File: src/rtl/sirius_cp0_pkg.sv
// sirius_cp0_pkg: shared CP0/TLB types and register addresses
package sirius_cp0_pkg;
  typedef enum logic [1:0] {TLBP = 2'd0, TLBR = 2'd1, TLBWI = 2'd2, RSVD = 2'd3} tlb_op_t;
  localparam logic [7:0] CP0_INDEX = 8'h00;
  localparam logic [7:0] CP0_ENTRYLO0 = 8'h10;
  localparam logic [7:0] CP0_ENTRYLO1 = 8'h18;
  localparam logic [7:0] CP0_ENTRYHI = 8'h50;
  typedef struct packed {
    logic [31:0] hi;
    logic [31:0] lo0;
    logic [31:0] lo1;
  } tlb_entry_t;
endpackage

File: src/rtl/tlb_entry_match.sv
// tlb_entry_match: VPN2 match plus ASID match unless the entry is global
module tlb_entry_match (
  input  logic [18:0] entry_vpn2,
  input  logic [7:0]  entry_asid,
  input  logic        entry_g,
  input  logic [18:0] vpn2,
  input  logic [7:0]  asid,
  output logic        hit
);
  assign hit = (entry_vpn2 == vpn2) && (entry_g || entry_asid == asid);
endmodule

File: src/rtl/cp0_tlb_sequencer.sv
// cp0_tlb_sequencer: multi-cycle TLBP/TLBR/TLBWI engine owning the CP0 write port and TLB array ports
module cp0_tlb_sequencer
  import sirius_cp0_pkg::*;
#(
  parameter int TLB_ENTRIES = 16,
  parameter int IDX_W = $clog2(TLB_ENTRIES)
) (
  input  logic             clk,
  input  logic             rst,
  input  logic             cmd_valid,
  input  logic [1:0]       cmd_op,
  output logic             cmd_ready,
  output logic             busy,
  output logic             done,
  output logic             probe_miss,
  input  logic [31:0]      cp0_entryhi,
  input  logic [31:0]      cp0_entrylo0,
  input  logic [31:0]      cp0_entrylo1,
  input  logic [31:0]      cp0_index,
  output logic             cp0_wen,
  output logic [7:0]       cp0_waddr,
  output logic [31:0]      cp0_wdata,
  output logic [IDX_W-1:0] tlb_idx,
  output logic             tlb_ren,
  output logic             tlb_wen,
  output logic [95:0]      tlb_wdata,
  input  logic [95:0]      tlb_rdata
);
  typedef enum logic [3:0] {
    IDLE, WRITE, READ, RD_WAIT, WB_HI, WB_LO0, WB_LO1, PROBE, PROBE_WB, DONE
  } state_t;
  localparam logic [IDX_W:0] LAST = TLB_ENTRIES[IDX_W:0];
  localparam logic [IDX_W:0] ONE = 1;
  state_t state;
  tlb_entry_t snap, rd;
  logic [IDX_W-1:0] snap_idx;
  logic [IDX_W:0] cnt;
  logic miss, hit, accept, g;
  logic unused_idx;
  assign unused_idx = ^cp0_index[31:IDX_W];
  assign rd = tlb_rdata;
  tlb_entry_match u_match (
    .entry_vpn2(rd.hi[31:13]),
    .entry_asid(rd.hi[7:0]),
    .entry_g(rd.lo0[0]),
    .vpn2(snap.hi[31:13]),
    .asid(snap.hi[7:0]),
    .hit(hit)
  );
  // TLBR reuses the snapshot registers to hold the entry read back from the array
  always_ff @(posedge clk or posedge rst) begin
    if (rst) begin
      state <= IDLE;
      snap <= '0;
      snap_idx <= '0;
      cnt <= '0;
      miss <= 1'b0;
    end else begin
      case (state)
        IDLE: if (accept) begin
          snap <= {cp0_entryhi, cp0_entrylo0, cp0_entrylo1};
          snap_idx <= cp0_index[IDX_W-1:0];
          cnt <= ONE;
          miss <= 1'b0;
          case (tlb_op_t'(cmd_op))
            TLBWI: state <= WRITE;
            TLBR: state <= READ;
            TLBP: state <= PROBE;
            default: state <= DONE;
          endcase
        end
        WRITE: state <= DONE;
        READ: state <= RD_WAIT;
        RD_WAIT: begin
          snap <= rd;
          state <= WB_HI;
        end
        WB_HI: state <= WB_LO0;
        WB_LO0: state <= WB_LO1;
        WB_LO1: state <= DONE;
        // cnt is the index being read; the data on tlb_rdata belongs to cnt-1
        PROBE: if (hit) begin
          cnt <= cnt - ONE;
          state <= PROBE_WB;
        end else if (cnt == LAST) begin
          miss <= 1'b1;
          state <= PROBE_WB;
        end else cnt <= cnt + ONE;
        PROBE_WB: state <= DONE;
        DONE: state <= IDLE;
        default: state <= IDLE;
      endcase
    end
  end
  assign cmd_ready = state == IDLE;
  assign accept = cmd_valid & cmd_ready;
  assign busy = !cmd_ready;
  assign done = state == DONE;
  assign g = snap.lo0[0] & snap.lo1[0];
  // Entry 0 is read in the accept cycle so the probe result lands on a hit at k+2
  assign tlb_ren = (state == READ) | (state == PROBE && !cnt[IDX_W]) | (accept && tlb_op_t'(cmd_op) == TLBP);
  assign tlb_wen = state == WRITE;
  assign tlb_idx = (state == READ || state == WRITE) ? snap_idx : state == PROBE ? cnt[IDX_W-1:0] : '0;
  assign tlb_wdata = tlb_wen ? {snap.hi[31:13], 5'b0, snap.hi[7:0], snap.lo0[31:1], g, snap.lo1[31:1], g} : '0;
  assign cp0_wen = state inside {WB_HI, WB_LO0, WB_LO1, PROBE_WB};
  assign cp0_waddr = state == WB_HI ? CP0_ENTRYHI : state == WB_LO0 ? CP0_ENTRYLO0 :
                     state == WB_LO1 ? CP0_ENTRYLO1 : CP0_INDEX;
  assign cp0_wdata = state == WB_HI ? snap.hi : state == WB_LO0 ? snap.lo0 : state == WB_LO1 ? snap.lo1 :
                     state == PROBE_WB ? {miss, {(31-IDX_W){1'b0}}, miss ? {IDX_W{1'b0}} : cnt[IDX_W-1:0]} : '0;
  assign probe_miss = state == PROBE_WB && miss;
endmodule

File: config.mk
export PLATFORM = sky130hd
export DESIGN_NAME = cp0_tlb_sequencer
export DESIGN_NICKNAME = d
export VERILOG_FILES = /design/src/rtl/sirius_cp0_pkg.sv /design/src/rtl/tlb_entry_match.sv /design/src/rtl/cp0_tlb_sequencer.sv
export SDC_FILE = /design/constraint.sdc
export NUM_CORES = 1
export LEC_CHECK = 0
export CAP_MARGIN = 20
export CORE_MARGIN = 10
export CORE_UTILIZATION = 28
export DETAILED_ROUTE_END_ITERATION = 7
export GPL_TIMING_DRIVEN = 0
export PLACE_DENSITY_LB_ADDON = 0.12
export SLEW_MARGIN = 20
export SYNTH_ARGS = -nofsm -noshare
export SYNTH_HDL_FRONTEND = slang
export SYNTH_SLANG_ARGS = --single-unit
File: constraint.sdc
create_clock -name clk -period 3.3 [get_ports clk]
set_input_delay 0.66 -clock clk [delete_from_list [all_inputs] [get_ports clk]]
set_output_delay 0.66 -clock clk [all_outputs]
set_load 0.05 [all_outputs]
==> results.md, run 1 <==
* Result of the run: completed
* Predominant post-synthesis flop cell: sky130_fd_sc_hd__dfrtp_1
* Worst-path maximum fanout at 6
* First-pass GRT wire length at 50,300 µm
* DRT Pass-1 Iters at 5
* Maximum ir drop on the vdd rail at 581 µV
* Worst path setup slack after routing at 0.0945 ns
* Share of final-layout standard cells stronger than drive strength 1 at 12.9%
* Most common cell after layout, fill and taps aside: sky130_fd_sc_hd__clkdlybuf4s50_1
* Area of the multi-input gates at 4100 µm²
* Drt first-iter violations at 449
* Net count reported at finish at 1,424
* Post-layout minimum cycle time at 3.21 ns
* Warnings from Yosys at 0
* Number of distinct library cell variants in the gate-level netlist after synthesis at 48
* Drt via density at 4.67
* Sequential-to-total area share from yosys stat at 38.3%
* P&R area growth vs syn at 58.5%
* Final ANT Viol Nets at 0
* Number of levels the H-tree was split into at 3
* Total power per unit cell area at 1020 nW/µm²
* Fill cells at 2,589
* Timing-limited maximum frequency at 0.312 GHz
* Cell leakage power at 0.00545 µW
* Full die area at 32,500 µm²
* Antenna violations before repair at 7
* RR Startpoint: snap[79]
* Standard-cell rows at 58
* Setup CP Type: in -> reg
* Leading cell types in the layout, fill and taps excluded: sky130_fd_sc_hd__clkdlybuf4s50_1 (211), sky130_fd_sc_hd__mux2i_1 (127), sky130_fd_sc_hd__dfrtp_1 (110), sky130_fd_sc_hd__nand2_1 (107), sky130_fd_sc_hd__o21ai_1 (96)
* Worst clock skew on the final layout at 0.0164 ns
* TritonCTS clock tree: done
* Post-synth ARST share at 100%
* Post-synth design cell area at 7190 µm²
* R2R setup slack at 0.38 ns
* Number of buffers added on ports at 336
* DIE HEIGHT at 180 µm
* MaxCap Viol Count at 0
* Critical path origin: tlb_rdata[79]
* Cell count after synthesis at 830
* Crit path DAT at 3.44 ns
* Maximum clock insertion buffer count at 2
* Setup repair after global routing missed its margin: false
* Placement-stage worst setup slack at -0.836 ns
* X dimension of the die at 180 µm
* Period utilization at 97.1%
* Setup TNS at 0 ns
* Worst setup EP type: flop
* Area of the placeable core at 25,300 µm²
* Final weighted congestion in routability-driven placement at 0.872
* Dpl cell area at 11,100 µm²
* Cts bufs inserted at 9
* Start point of the worst hold path: snap_idx[2]
* Slew at the pin closest to its max-slew limit at 0.884 ns
* Routed vias at 7,156
* Maximum number of pins on one net before global-route repair at 31
* Root cell of the clock tree: sky130_fd_sc_hd__clkbuf_16
* Clock Sink Count at 110
* Worst path required time at 3.53 ns
* Area taken by flip-flops and latches at 2750 µm²
* Hold WC Path Type: reg -> reg
* Post-route cell area at 11,400 µm²
* Initial cell density of the core at 28.5%
* Overflow left after global routing at 0
* Mapped Avg Cell Area at 8.66 µm²
* Total Routing Usage GR at 20.2%
* Flops & latches, synth at 110
* Total Wirelength at 33,900 µm
* Worst relative slew slack at 41.0%
* Fin. max-slew vios at 0
* Placed wire-length estimate at 27,200 µm
* Post-detailed-route DRC marker count at 0
* I/O pins at 376
* Via count of the first global-routing pass at 7,663
* Number of hold violations in the final report at 0
* Endpoints failing setup at 0
* Clock-pin slew of the registers on the worst-case setup and hold paths at 0.08 ns
* Post-synth EDFFs at 0
* Type of element launching the critical path: input port
* Per-cell routed wire length at 22.1 µm
* Clock network latency to the later pin of the worst-skew pair at 0.36 ns
-- report_power, final --
group / switching, µW / total, µW / leakage, µW / internal [µW]
Clock: 565 / 1130 / 0.000145 / 568
Combinational: 5100 / 7730 / 0.00397 / 2630
Sequential: 693 / 2730 / 0.00133 / 2040
Total: 6350 / 11600 / 0.00545 / 5240
-- synthesized netlist by cell type (all sizes together), types with 2 or more instances --
| cell type | n | share of area, % |
|---|---|---|
| xnor2 | 6 | 0.73 |
| nand2b | 4 | 0.35 |
| mux2i | 127 | 18 |
| nor3b | 2 | 0.21 |
| o21ai | 97 | 6.8 |
| nor3 | 4 | 0.35 |
| dfrtp | 110 | 38 |
| ha | 3 | 0.52 |
| and2 | 86 | 7.5 |
| xor2 | 26 | 3.2 |
| clkbuf | 29 | 1.5 |
| nor2 | 75 | 3.9 |
| nand2 | 107 | 5.6 |
| or3 | 3 | 0.33 |
| o21bai | 3 | 0.31 |
| inv | 12 | 0.63 |
| and3 | 3 | 0.26 |
| buf | 44 | 3.4 |
| a21o | 2 | 0.21 |
| nor4 | 10 | 1.1 |
| a22oi | 9 | 0.94 |
| nor2b | 8 | 0.70 |
| a21oi | 35 | 2.6 |
| nand3 | 3 | 0.45 |
| o22ai | 6 | 0.52 |
| mux2 | 4 | 0.63 |
-- worst paths after layout --
kind	end	cells after the start
max in group asynchronous	snap[32]	5
min in group asynchronous	snap[9]	2
max	cnt[4]	12
max reg2reg	cnt[4]	11
min reg2reg	snap_idx[2]	1
min	snap_idx[2]	1
-- state kept, by name, indices dropped and copies added (netlist names) --
name      flops
miss          1
snap_idx      4
snap         96
cnt           5
state         4
-- routing by layer --
metal / part of all wire, % / global-route usage, % / routed length [µm]
met1: 43 / 24.3 / 14600
met2: 48 / 34.3 / 16400
met3: 7.1 / 6.12 / 2400
met4: 1.3 / 4.99 / 457
met5: 0.053 / 0 / 18
-- critical path: stages --
cell	delay, ns
sky130_fd_sc_hd__clkdlybuf4s50_1	0.45
sky130_fd_sc_hd__xor2_1	0.17
sky130_fd_sc_hd__nor4_1	0.37
sky130_fd_sc_hd__nand4_1	0.23
sky130_fd_sc_hd__or3_4	0.44
sky130_fd_sc_hd__clkinv_2	0.12
sky130_fd_sc_hd__ha_1	0.27
sky130_fd_sc_hd__a21o_1	0.19
sky130_fd_sc_hd__a21oi_1	0.16
sky130_fd_sc_hd__xnor2_1	0.15
sky130_fd_sc_hd__xnor2_1	0.13
sky130_fd_sc_hd__o22ai_1	0.09
-- stage by stage --
step	utilization (%)	std cells	total power [µW]	hold slack (ns)
2_1_floorplan	-	839	7820	0.465
3_3_place_gp	43.6	1505	10700	0.477
3_5_place_dp	43.9	1509	10700	0.490
4_1_cts	45.2	1527	11700	0.508
5_1_grt	45.1	1528	12400	0.526
6_report	45.1	1532	11600	0.507
-- cell families (layout without fill, tap and decap cells) --
group	Yosys count	in the layout	synth area share, %
AND/OR/NAND/NOR	308	308	21.0
AO/OA/AOI/OAI	158	158	12.0
multiplexers	131	131	18.3
flip-flops	110	110	38.3
buffers and inverters	86	443	5.61
XOR/XNOR	32	32	3.90
adder cells (fa/ha/maj)	4	4	0.801
other	1	16	0.0522
-- layout make-up --
type / count / area share (%)
clock inverters: 4 / 0.330
flip-flops and latches: 110 / 24.2
clock buffers: 12 / 2.25
well taps: 330 / 3.63
repair buffers: 342 / 29.7
multi-input cells: 643 / 36.0
diodes: 6 / 0.132
inverters: 13 / 0.472
plain buffers: 72 / 3.33
-- repair_timing --
| action | 4_1_cts | 5_1_grt |
|---|---|---|
| gates resized for setup | 231 | 64 |
| setup endpoints to repair | 130 | 91 |
| hold buffers | 0 | 0 |
| pin swaps | 1 | 2 |
| buffers inserted | 2 | 0 |
Note: power is estimated with default switching activity, not from simulation.
==> run 2, diff against run 1 <==
CAP_MARGIN = 5   (was 20)
==> results of run 2 <==
The final DEF is identical to that of run 1; final timing and power are the same.
